**src/rtl/sig_dump_pkg.sv**
```systemverilog
// Shared types and constants for the signature dump engine.
// The optional CRC trailer is enabled by defining SIG_DUMP_CRC_EN.
package sig_dump_pkg;

  localparam int ADDR_W_DEF = 17;
  localparam int CNT_W_DEF  = 16;

  localparam logic [31:0] CRC_POLY   = 32'h04C11DB7;
  localparam logic [31:0] CRC_INIT   = 32'hFFFFFFFF;
  localparam logic [31:0] CRC_XOROUT = 32'hFFFFFFFF;

  typedef enum logic [2:0] {
    ST_IDLE  = 3'd0,
    ST_CHECK = 3'd1,
    ST_RD    = 3'd2,
    ST_CAP   = 3'd3,
    ST_OUT   = 3'd4,
    ST_DONE  = 3'd5
  } state_e;

  // The CRC is processed LSB-first, so the sub-module works with the bit-reversed polynomial.
  function automatic logic [31:0] reflect32(input logic [31:0] v);
    logic [31:0] r;
    r = '0;
    for (int i = 0; i < 32; i++) r[i] = v[31-i];
    return r;
  endfunction

endpackage

```
**src/rtl/sig_dump_engine_if.sv**
```systemverilog
// Bundles the control, TCM read port, signature stream and status signals of sig_dump_engine.
// master = engine side, slave = CSR/memory/sink side.
interface sig_dump_engine_if
  import sig_dump_pkg::*;
#(
  parameter int ADDR_W = ADDR_W_DEF,
  parameter int CNT_W  = CNT_W_DEF
) ();

  logic              finish_i;
  logic [ADDR_W-1:0] begin_addr_i;
  logic [ADDR_W-1:0] end_addr_i;

  logic              mem_rd_o;
  logic [ADDR_W-1:0] mem_addr_o;
  logic [31:0]       mem_rdata_i;

  logic              sig_valid_o;
  logic [31:0]       sig_data_o;
  logic              sig_ready_i;

  logic              busy_o;
  logic              done_o;
  logic              err_o;
  logic [CNT_W-1:0]  word_count_o;

  modport master (
    input  finish_i, begin_addr_i, end_addr_i, mem_rdata_i, sig_ready_i,
    output mem_rd_o, mem_addr_o, sig_valid_o, sig_data_o,
           busy_o, done_o, err_o, word_count_o
  );

  modport slave (
    output finish_i, begin_addr_i, end_addr_i, mem_rdata_i, sig_ready_i,
    input  mem_rd_o, mem_addr_o, sig_valid_o, sig_data_o,
           busy_o, done_o, err_o, word_count_o
  );

endinterface

```
**src/rtl/sig_dump_crc32.sv**
```systemverilog
// One-word combinational update of the reflected CRC-32; bytes are consumed little-endian,
// which for a reflected CRC is simply data bit 0 first.
module sig_dump_crc32
  import sig_dump_pkg::*;
(
  input  logic [31:0] crc_in,
  input  logic [31:0] data,
  output logic [31:0] crc_out
);

  localparam logic [31:0] POLY_R = reflect32(CRC_POLY);

  logic [31:0] c;

  always_comb begin
    c = crc_in;
    for (int i = 0; i < 32; i++) begin
      if (c[0] ^ data[i]) c = (c >> 1) ^ POLY_R;
      else                c = c >> 1;
    end
    crc_out = c;
  end

endmodule

```
**src/rtl/sig_dump_engine.sv**
```systemverilog
// Streams the test signature region [begin, end) out of the TCM, one word per >=3 cycles.
// Define SIG_DUMP_CRC_EN to append an uncounted CRC-32 word after the data words.
module sig_dump_engine
  import sig_dump_pkg::*;
#(
  parameter int ADDR_W = ADDR_W_DEF,
  parameter int CNT_W  = CNT_W_DEF
) (
  input logic                clk_i,
  input logic                rst_i,
  sig_dump_engine_if.master  bus
);

  state_e            state;
  logic              finish_q;
  logic [ADDR_W-1:0] begin_q;
  logic [ADDR_W-1:0] end_q;
  logic [ADDR_W-1:0] cur_addr;
  logic              sig_valid;
  logic [31:0]       sig_data;
  logic              done;
  logic              err;
  logic [CNT_W-1:0]  word_count;

  logic              finish_rise;
  logic [ADDR_W-1:0] next_addr;
  logic              range_bad;

  assign finish_rise = bus.finish_i & ~finish_q;
  assign next_addr   = cur_addr + ADDR_W'(4);
  assign range_bad   = (begin_q[1:0] != 2'b00) || (end_q[1:0] != 2'b00) || (begin_q > end_q);

`ifdef SIG_DUMP_CRC_EN
  logic [31:0] crc_q;
  logic [31:0] crc_next;
  logic        crc_phase;

  sig_dump_crc32 u_crc (
    .crc_in  (crc_q),
    .data    (sig_data),
    .crc_out (crc_next)
  );
`endif

  always_ff @(posedge clk_i or posedge rst_i) begin
    if (rst_i) begin
      state      <= ST_IDLE;
      finish_q   <= 1'b0;
      begin_q    <= '0;
      end_q      <= '0;
      cur_addr   <= '0;
      sig_valid  <= 1'b0;
      sig_data   <= '0;
      done       <= 1'b0;
      err        <= 1'b0;
      word_count <= '0;
`ifdef SIG_DUMP_CRC_EN
      crc_q      <= CRC_INIT;
      crc_phase  <= 1'b0;
`endif
    end else begin
      finish_q <= bus.finish_i;
      case (state)
        ST_IDLE, ST_DONE: begin
          if (finish_rise) begin
            begin_q    <= bus.begin_addr_i;
            end_q      <= bus.end_addr_i;
            done       <= 1'b0;
            err        <= 1'b0;
            word_count <= '0;
`ifdef SIG_DUMP_CRC_EN
            crc_q      <= CRC_INIT;
            crc_phase  <= 1'b0;
`endif
            state      <= ST_CHECK;
          end
        end
        ST_CHECK: begin
          if (range_bad) begin
            err   <= 1'b1;
            done  <= 1'b1;
            state <= ST_DONE;
          end else if (begin_q == end_q) begin
`ifdef SIG_DUMP_CRC_EN
            sig_data  <= crc_q ^ CRC_XOROUT;
            sig_valid <= 1'b1;
            crc_phase <= 1'b1;
            state     <= ST_OUT;
`else
            done  <= 1'b1;
            state <= ST_DONE;
`endif
          end else begin
            cur_addr <= begin_q;
            state    <= ST_RD;
          end
        end
        ST_RD: state <= ST_CAP;
        ST_CAP: begin
          sig_data  <= bus.mem_rdata_i;
          sig_valid <= 1'b1;
          state     <= ST_OUT;
        end
        ST_OUT: begin
          if (bus.sig_ready_i) begin
`ifdef SIG_DUMP_CRC_EN
            if (crc_phase) begin
              sig_valid <= 1'b0;
              done      <= 1'b1;
              state     <= ST_DONE;
            end else begin
              if (word_count != '1) word_count <= word_count + CNT_W'(1);
              cur_addr <= next_addr;
              crc_q    <= crc_next;
              // Last data word: the trailer goes out back-to-back, so valid stays high.
              if (next_addr == end_q) begin
                sig_data  <= crc_next ^ CRC_XOROUT;
                crc_phase <= 1'b1;
              end else begin
                sig_valid <= 1'b0;
                state     <= ST_RD;
              end
            end
`else
            sig_valid <= 1'b0;
            if (word_count != '1) word_count <= word_count + CNT_W'(1);
            cur_addr <= next_addr;
            if (next_addr == end_q) begin
              done  <= 1'b1;
              state <= ST_DONE;
            end else begin
              state <= ST_RD;
            end
`endif
          end
        end
        default: state <= ST_IDLE;
      endcase
    end
  end

  assign bus.mem_rd_o     = (state == ST_RD);
  assign bus.mem_addr_o   = (state == ST_RD) ? cur_addr : '0;
  assign bus.sig_valid_o  = sig_valid;
  assign bus.sig_data_o   = sig_data;
  assign bus.busy_o       = (state == ST_CHECK) || (state == ST_RD) ||
                            (state == ST_CAP)   || (state == ST_OUT);
  assign bus.done_o       = done;
  assign bus.err_o        = err;
  assign bus.word_count_o = word_count;

endmodule

```
**src/flat_wrapper.sv**
```systemverilog
// flat-port wrapper written by rule: the top's interface ports become plain ports
module sig_dump_engine_flat import sig_dump_pkg::*;
#(
  parameter int ADDR_W = ADDR_W_DEF,
  parameter int CNT_W  = CNT_W_DEF
)
  (clk_i, rst_i, bus_finish_i, bus_begin_addr_i, bus_end_addr_i, bus_mem_rdata_i, bus_sig_ready_i, bus_mem_rd_o, bus_mem_addr_o, bus_sig_valid_o, bus_sig_data_o, bus_busy_o, bus_done_o, bus_err_o, bus_word_count_o);
  sig_dump_engine_if #(.ADDR_W(ADDR_W), .CNT_W(CNT_W)) bus_i ();
  input logic clk_i;
  input logic rst_i;
  input wire logic [$bits(bus_i.finish_i)-1:0] bus_finish_i;
  input wire logic [$bits(bus_i.begin_addr_i)-1:0] bus_begin_addr_i;
  input wire logic [$bits(bus_i.end_addr_i)-1:0] bus_end_addr_i;
  input wire logic [$bits(bus_i.mem_rdata_i)-1:0] bus_mem_rdata_i;
  input wire logic [$bits(bus_i.sig_ready_i)-1:0] bus_sig_ready_i;
  output wire logic [$bits(bus_i.mem_rd_o)-1:0] bus_mem_rd_o;
  output wire logic [$bits(bus_i.mem_addr_o)-1:0] bus_mem_addr_o;
  output wire logic [$bits(bus_i.sig_valid_o)-1:0] bus_sig_valid_o;
  output wire logic [$bits(bus_i.sig_data_o)-1:0] bus_sig_data_o;
  output wire logic [$bits(bus_i.busy_o)-1:0] bus_busy_o;
  output wire logic [$bits(bus_i.done_o)-1:0] bus_done_o;
  output wire logic [$bits(bus_i.err_o)-1:0] bus_err_o;
  output wire logic [$bits(bus_i.word_count_o)-1:0] bus_word_count_o;
  assign bus_i.finish_i = bus_finish_i;
  assign bus_i.begin_addr_i = bus_begin_addr_i;
  assign bus_i.end_addr_i = bus_end_addr_i;
  assign bus_i.mem_rdata_i = bus_mem_rdata_i;
  assign bus_i.sig_ready_i = bus_sig_ready_i;
  assign bus_mem_rd_o = bus_i.mem_rd_o;
  assign bus_mem_addr_o = bus_i.mem_addr_o;
  assign bus_sig_valid_o = bus_i.sig_valid_o;
  assign bus_sig_data_o = bus_i.sig_data_o;
  assign bus_busy_o = bus_i.busy_o;
  assign bus_done_o = bus_i.done_o;
  assign bus_err_o = bus_i.err_o;
  assign bus_word_count_o = bus_i.word_count_o;
  sig_dump_engine #(.ADDR_W(ADDR_W), .CNT_W(CNT_W)) u_core (.clk_i(clk_i), .rst_i(rst_i), .bus(bus_i));
endmodule
```
**config.mk**
```make
export PLATFORM = sky130hd
export DESIGN_NAME = sig_dump_engine_flat
export DESIGN_NICKNAME = d
export VERILOG_FILES = /design/src/rtl/sig_dump_pkg.sv /design/src/rtl/sig_dump_engine_if.sv /design/src/rtl/sig_dump_crc32.sv /design/src/rtl/sig_dump_engine.sv /design/src/flat_wrapper.sv
export SDC_FILE = /design/constraint.sdc
export NUM_CORES = 1
export LEC_CHECK = 0
export CAP_MARGIN = 20
export CORE_UTILIZATION = 50
export CTS_CLUSTER_SIZE = 8
export DETAILED_ROUTE_END_ITERATION = 16
export PLACE_DENSITY = 0.81
export SLEW_MARGIN = 20
export SYNTH_ARGS = -nofsm -noshare
export SYNTH_HDL_FRONTEND = slang
export SYNTH_SLANG_ARGS = --single-unit
```
**constraint.sdc**
```tcl
create_clock -name clk_i -period 3.8 [get_ports clk_i]
set_input_delay 0.57 -clock clk_i [delete_from_list [all_inputs] [get_ports clk_i]]
set_output_delay 0.57 -clock clk_i [all_outputs]
set_load 0.1 [all_outputs]
```
== Word level (Yosys, flattened, before mapping) ==
Cells that the tools add are included.

* Register bits: 106
* Bits of input ports: 70
* Output and inout port bits: 70
* Word-level logic and storage cells: 77

* $add $sub $neg: 2
* $lt $le $gt $ge: 1
* Equality and inequality tests: 16
* Multiplexer cells: 25
* Bitwise gates (word level): 2
* Reduce and logical (&&, ||, !) cells: 21

{| class="wikitable"
|+ Operator list
! operator !! number
|-
| 17-bit two-way mux || 4
|-
| 16-bit two-way mux || 3
|-
| 17-bit == test || 2
|-
| 17-bit one-hot mux with 2 select lines || 1
|-
| 16-bit one-hot mux with 2 select lines || 1
|-
| 17-bit by 3-bit adder with 17-bit output (second input constant) || 1
|-
| 17-bit greater-than comparator || 1
|-
| 16-bit by 1-bit adder with 16-bit output (second input constant) || 1
|-
| 16-bit != test (second input constant) || 1
|-
| 3-bit two-way mux || 5
|-
| 3-bit one-hot mux with 5 select lines || 1
|-
| 2-bit nonzero test || 6
|-
| 2-bit by 1-bit != test with 1-bit output (second input constant) || 4
|-
| 4-bit AND reduction || 2
|-
| 1-bit two-way mux || 7
|-
| 3-bit by 2-bit == test with 1-bit output (second input constant) || 2
|-
| 3-bit == test (second input constant) || 2
|-
| 2-bit != test (second input constant) || 3
|-
| 2-bit AND reduction || 3
|-
| 1-bit logical OR || 5
|-
| 5-bit AND reduction || 1
|-
| 1-bit one-hot mux with 2 select lines || 2
|-
| 3-bit by 1-bit == test with 1-bit output (second input constant) || 1
|-
| 3-bit logical NOT || 1
|-
| other kinds (7) || 7
|}

== Logic depth before layout (Yosys ltp) ==
* Word-level depth: 5
* Gate-level depth with buffers: 10

== Worst setup path after synthesis ==
Ideal clock, no wire load.

* Path kind: reg2out
* Start point: register u_core.cur_addr[7]
* End point: output bus_mem_addr_o[7]
* Data arrival time: 3493 ps
* Required time: 3230 ps
* Setup slack: -263 ps
* Cell stages (with the launch flop): 4
* Cell sequence: dfrtp_1 -> buf_2 -> inv_1 -> nor4_1

* Longest elaborated chain between the ends: 1

{| class="wikitable"
|+ RTL lines
! item !! RTL line !! source
|-
| from (decl) || sig_dump_engine.sv:18 || <nowiki>logic [ADDR_W-1:0] cur_addr;</nowiki>
|-
| from (signal assigned) || sig_dump_engine.sv:94 || <nowiki>cur_addr <= begin_q;</nowiki>
|-
| from (signal assigned) || sig_dump_engine.sv:127 || <nowiki>cur_addr <= next_addr;</nowiki>
|-
| 17-bit two-way mux || sig_dump_engine.sv:143 || <nowiki>assign bus.mem_addr_o = (state == ST_RD) ? cur_addr : '0;</nowiki>
|-
| to (decl) || flat_wrapper.sv:17 || <nowiki>output wire logic [$bits(bus_i.mem_addr_o)-1:0] bus_mem_addr_o;</nowiki>
|}

No other way between the ends.

== Final worst setup path ==
* Start point: register u_core.end_q[7]
* End point: register u_core.cur_addr[14]

* Longest elaborated chain between the ends: 4
* Elaborated cells on any way between the ends: 6
* Those cells by class: order compare (1); eq/ne (3); reduce/logical (2)

{| class="wikitable"
|+ RTL lines
! item !! RTL line !! source
|-
| from (decl) || sig_dump_engine.sv:17 || <nowiki>logic [ADDR_W-1:0] end_q;</nowiki>
|-
| from (signal assigned) || sig_dump_engine.sv:67 || <nowiki>end_q <= bus.end_addr_i;</nowiki>
|-
| 17-bit greater-than comparator || sig_dump_engine.sv:31 || <nowiki>assign range_bad = (begin_q[1:0] != 2'b00) || (end_q[1:0] != 2'b00) || (begin_q > end_q);</nowiki>
|-
| 1-bit logical OR || sig_dump_engine.sv:31 ||
|-
| 2-bit != test (no source line) || n/a ||
|-
| 4-bit AND reduction (no source line) * || n/a ||
|}

Mark *: on every way between the ends. The rest lies on a longest branch, timed or not.
A chain may end at the register's enable or synchronous reset.

==> flow_summary.toml <==
[status]
status = "finished, final reports clean"

[logic_synthesis]
synth-main-ff-cell = "dfrtp_1"
synthesis.yosys.warnings = 0
postSynthRegisterBits = 106
netlist_area_pre_place_um2 = 5730
syn_area_per_cell_um2 = 9.97
netlist_instances = 574
synth_async_reset_ratio_pct = 100
synth.yosys.seq_area_share_pct = 46.3
synth_fp_nets = 663
count_of_flip_flops_with_a_built_in_enable_after_synthesis = 0
post_synth_num_cell_types = 56

[sta]
final.min_clock_period_ps = 2740
timing.hold.ws_ps = 488
fin_setup_tns_ps = 0
worst_slack_ps = 1060
fmaxAchievable_ghz = 0.366
timing.max_slew.rel_slack_pct = 32.2
grt_setup_unrepaired = "false"
final-setup-viol-count = 0
fin_crit_sh_pct = 72.0
worst_slew_pin_slew_ps = 1010
hold_viol_final = 0
final.setup_skew_ps = 7.34
final_max_slew_viol_count = 0

[final_layout]
num_antenna_cells = 0
finalInstanceArea_um2 = 7510
utilization_pct = 68.4
multi_input_area_um2 = 2840
final_layout_size_suffix_gt1_share_pct = 14.4
final-seq-area_um2 = 2650
final_cell_count_no_fill = 843
finalNetCount = 787
fillerInstances = 823
layout-area-overhead-vs-synth_pct = 31.1

[routing]
via_count = 4836
drc_errors = 0
initialDrtViolationCount = 284
first_pass_iteration_count_of_the_detailed_router = 5
postRouteWirelength_mm = 14.8
drtAntennaViolNets = 0
post_drt_wl_per_cell_um = 17.6
detailroute.wirelength.met3_mm = 1.23
vias_per_cell = 5.74
top_layer_used = "met4"
routed-wl-met2_mm = 6.89
route.layer.met1.wl_mm = 6.28

[power_and_ir_drop]
cellPowerDensity_nw_per_um2 = 996
total_leakage_power_nw = 3.14
power.ir.vdd_worst_mv = 0.878
power_mw = 7.48

[global_routing]
grt_first_pass_wirelength_mm = 24.3
grt_max_degree = 54
antenna_found_initial = 0
grt_remaining_overflow = 0
grt_usage_pct = 26.7
first_global_vias = 4927

[floorplanning]
floorplan.io_pins = 140
placeableCoreArea_um2 = 11000
die_w_um = 109
initial_core_util_pct = 52.1
die_outline_area_um2 = 11900
rows = 38
dieHeight_um = 109

[clock_tree]
clock_tree.buffer_depth = 2
cts_tree = "yes"
ctsHoldBuffers = 0
cts_post_setup_buffers_inserted = 0
cts_root_buf = "clkbuf_16"
clock_pin_slew_on_the_worst_setup_and_hold_paths_ps = 70
post_cts_resize_count = 0
cts-htree-levels = 3
cts_num_sinks = 106
cts_inserted_buffers = 9
worstSkewPairLatency_ps = 350

[setup_path]
crit_path_max_fanout = 26
criticalPathCategory = "reg -> reg"
cpPeakStageDelay_ps = 610
r2r_setup_slack_ps = 1060
slowest_stage = "a21boi_4"
worst_ep_arrival_time_ps = 2970
crit_required_ps = 4040
crit_path_end_kind = "register"
crit_buf_inv = 1
r2r_start = "u_core.end_q[7]$_DFFE_PP0P_"
cp-start-kind = "register"
setup.worst_path.start = "u_core.end_q[7]$_DFFE_PP0P_"
timing.critical_path.cells = "inv_1 -> ha_1 -> nand3_1 -> or2_1 -> a211oi_1 -> o21ai_2 -> a21boi_4 -> nor2_1 -> o2bb2a_1"
path_delay_family = "compound AO/OA/AOI/OAI gates"

[place]
port_buffers = 139
placed_cells = 827
globalplace.congestion = 0.913
preCtsSetupSlack_ps = 913
detailed_place_hpwl_mm = 10.7
placement.cell_area_um2 = 7170

[flow_run]
drv.max_cap_violation_count = 0

[worst_hold_path]
hp-class = "reg -> reg"
hold_wc_startpoint = "u_core.bus.sig_valid_o$_DFFE_PP0P_"
==> routing by layer <==
| metal | track usage, % | up-vias |
|---|---|---|
| met5 | 0 | - |
| met2 | 41.3 | 229 |
| li1 | - | 2254 |
| met1 | 35.2 | 2309 |
| met3 | 7.83 | 44 |
| met4 | 10.2 | 0 |
==> cells in the final DEF (no fill, tap or decap), types with 3 or more instances in the layout <==
cell,count
clkdlybuf4s50_1,120
dfrtp_1,106
nand2_1,54
mux2_2,49
nor2_1,40
xnor2_1,29
inv_1,26
buf_4,26
nand3_1,23
a21oi_1,23
o21ai_0,23
and2_1,23
ha_1,19
nor3_1,15
o21ai_1,12
nand4_1,10
clkbuf_16,9
o22a_1,7
nor4_1,7
nor2b_1,5
and4_1,5
o22ai_1,5
xor2_1,5
a21o_1,4
a31oi_1,3
a211oi_1,3
and3_1,3
o211ai_1,3
bufinv_16,3
==> power by group <==
part | total (mW) | switching (mW) | internal (mW)
combinational | 4.27 | 2.91 | 1.36
sequential | 2.13 | 0.523 | 1.60
clock | 1.08 | 0.436 | 0.647
total | 7.48 | 3.86 | 3.61
==> synth_stat cells, types with 3 or more instances <==
cell type | count | area share, %
a21oi_1 | 23 | 2.0
dfrtp_1 | 106 | 46
o211ai_1 | 3 | 0.39
buf_2 | 11 | 0.96
nor2b_1 | 5 | 0.55
nand3_1 | 23 | 2.0
a21o_1 | 4 | 0.52
and2_1 | 23 | 2.5
nand2_1 | 54 | 3.5
and4_1 | 5 | 0.76
nor4_1 | 9 | 0.98
nor3_1 | 15 | 1.3
a31oi_1 | 3 | 0.33
o21ai_0 | 23 | 2.0
inv_1 | 27 | 1.8
and3_1 | 3 | 0.33
xnor2_1 | 29 | 4.4
clkbuf_1 | 18 | 1.2
nand4_1 | 10 | 1.1
o22a_1 | 7 | 1.1
o21ai_1 | 12 | 1.0
buf_1 | 3 | 0.20
xor2_1 | 5 | 0.76
nor2_1 | 40 | 2.6
o22ai_1 | 5 | 0.55
mux2_2 | 49 | 9.6
ha_1 | 19 | 4.2
a211oi_1 | 3 | 0.39
==> path summary, 6_finish.rpt <==
path	cells after the start	endpoint
setup / recovery	9	u_core.cur_addr[14]$_DFFE_PP0P_
hold / removal	2	u_core.bus.sig_valid_o$_DFFE_PP0P_
setup reg to reg	9	u_core.cur_addr[14]$_DFFE_PP0P_
hold reg to reg	2	u_core.bus.sig_valid_o$_DFFE_PP0P_
max in group asynchronous	3	u_core.end_q[15]$_DFFE_PP0P_
min in group asynchronous	2	u_core.bus.sig_data_o[3]$_DFFE_PP0P_
==> sequential cells by signal, indices dropped and copies added (netlist names) <==
signal                   flops
u_core.begin_q              17
u_core.bus.sig_valid_o       1
u_core.finish_q              1
u_core.bus.err_o             1
u_core.bus.word_count_o     16
u_core.state                 3
u_core.bus.sig_data_o       32
u_core.end_q                17
u_core.bus.done_o            1
u_core.cur_addr             17
==> layout make-up <==
type / instances / area share (%)
Tap cell: 140 / 2.33
Sequential cell: 106 / 35.3
Clock inverter: 6 / 1.50
Inverter: 27 / 1.38
Multi-Input combinational cell: 408 / 37.8
Timing Repair Buffer: 146 / 18.6
Clock buffer: 10 / 3.05
==> cells by family after synthesis <==
logic type	Yosys count	share of synthesized area, %
AO/OA/AOI/OAI	102	11.8
XOR/XNOR	35	5.59
adder cells (fa/ha/maj)	19	4.15
buffers and inverters	60	4.30
flip-flops	106	46.3
multiplexers	51	9.99
AND/OR/NAND/NOR	201	17.8
==> worst min-delay path: stages (launching register included) <==
cell     delay, ps
dfrtp_1        350
nand2_1         50
nand2_1         60
(Power assumes the default switching activity.)
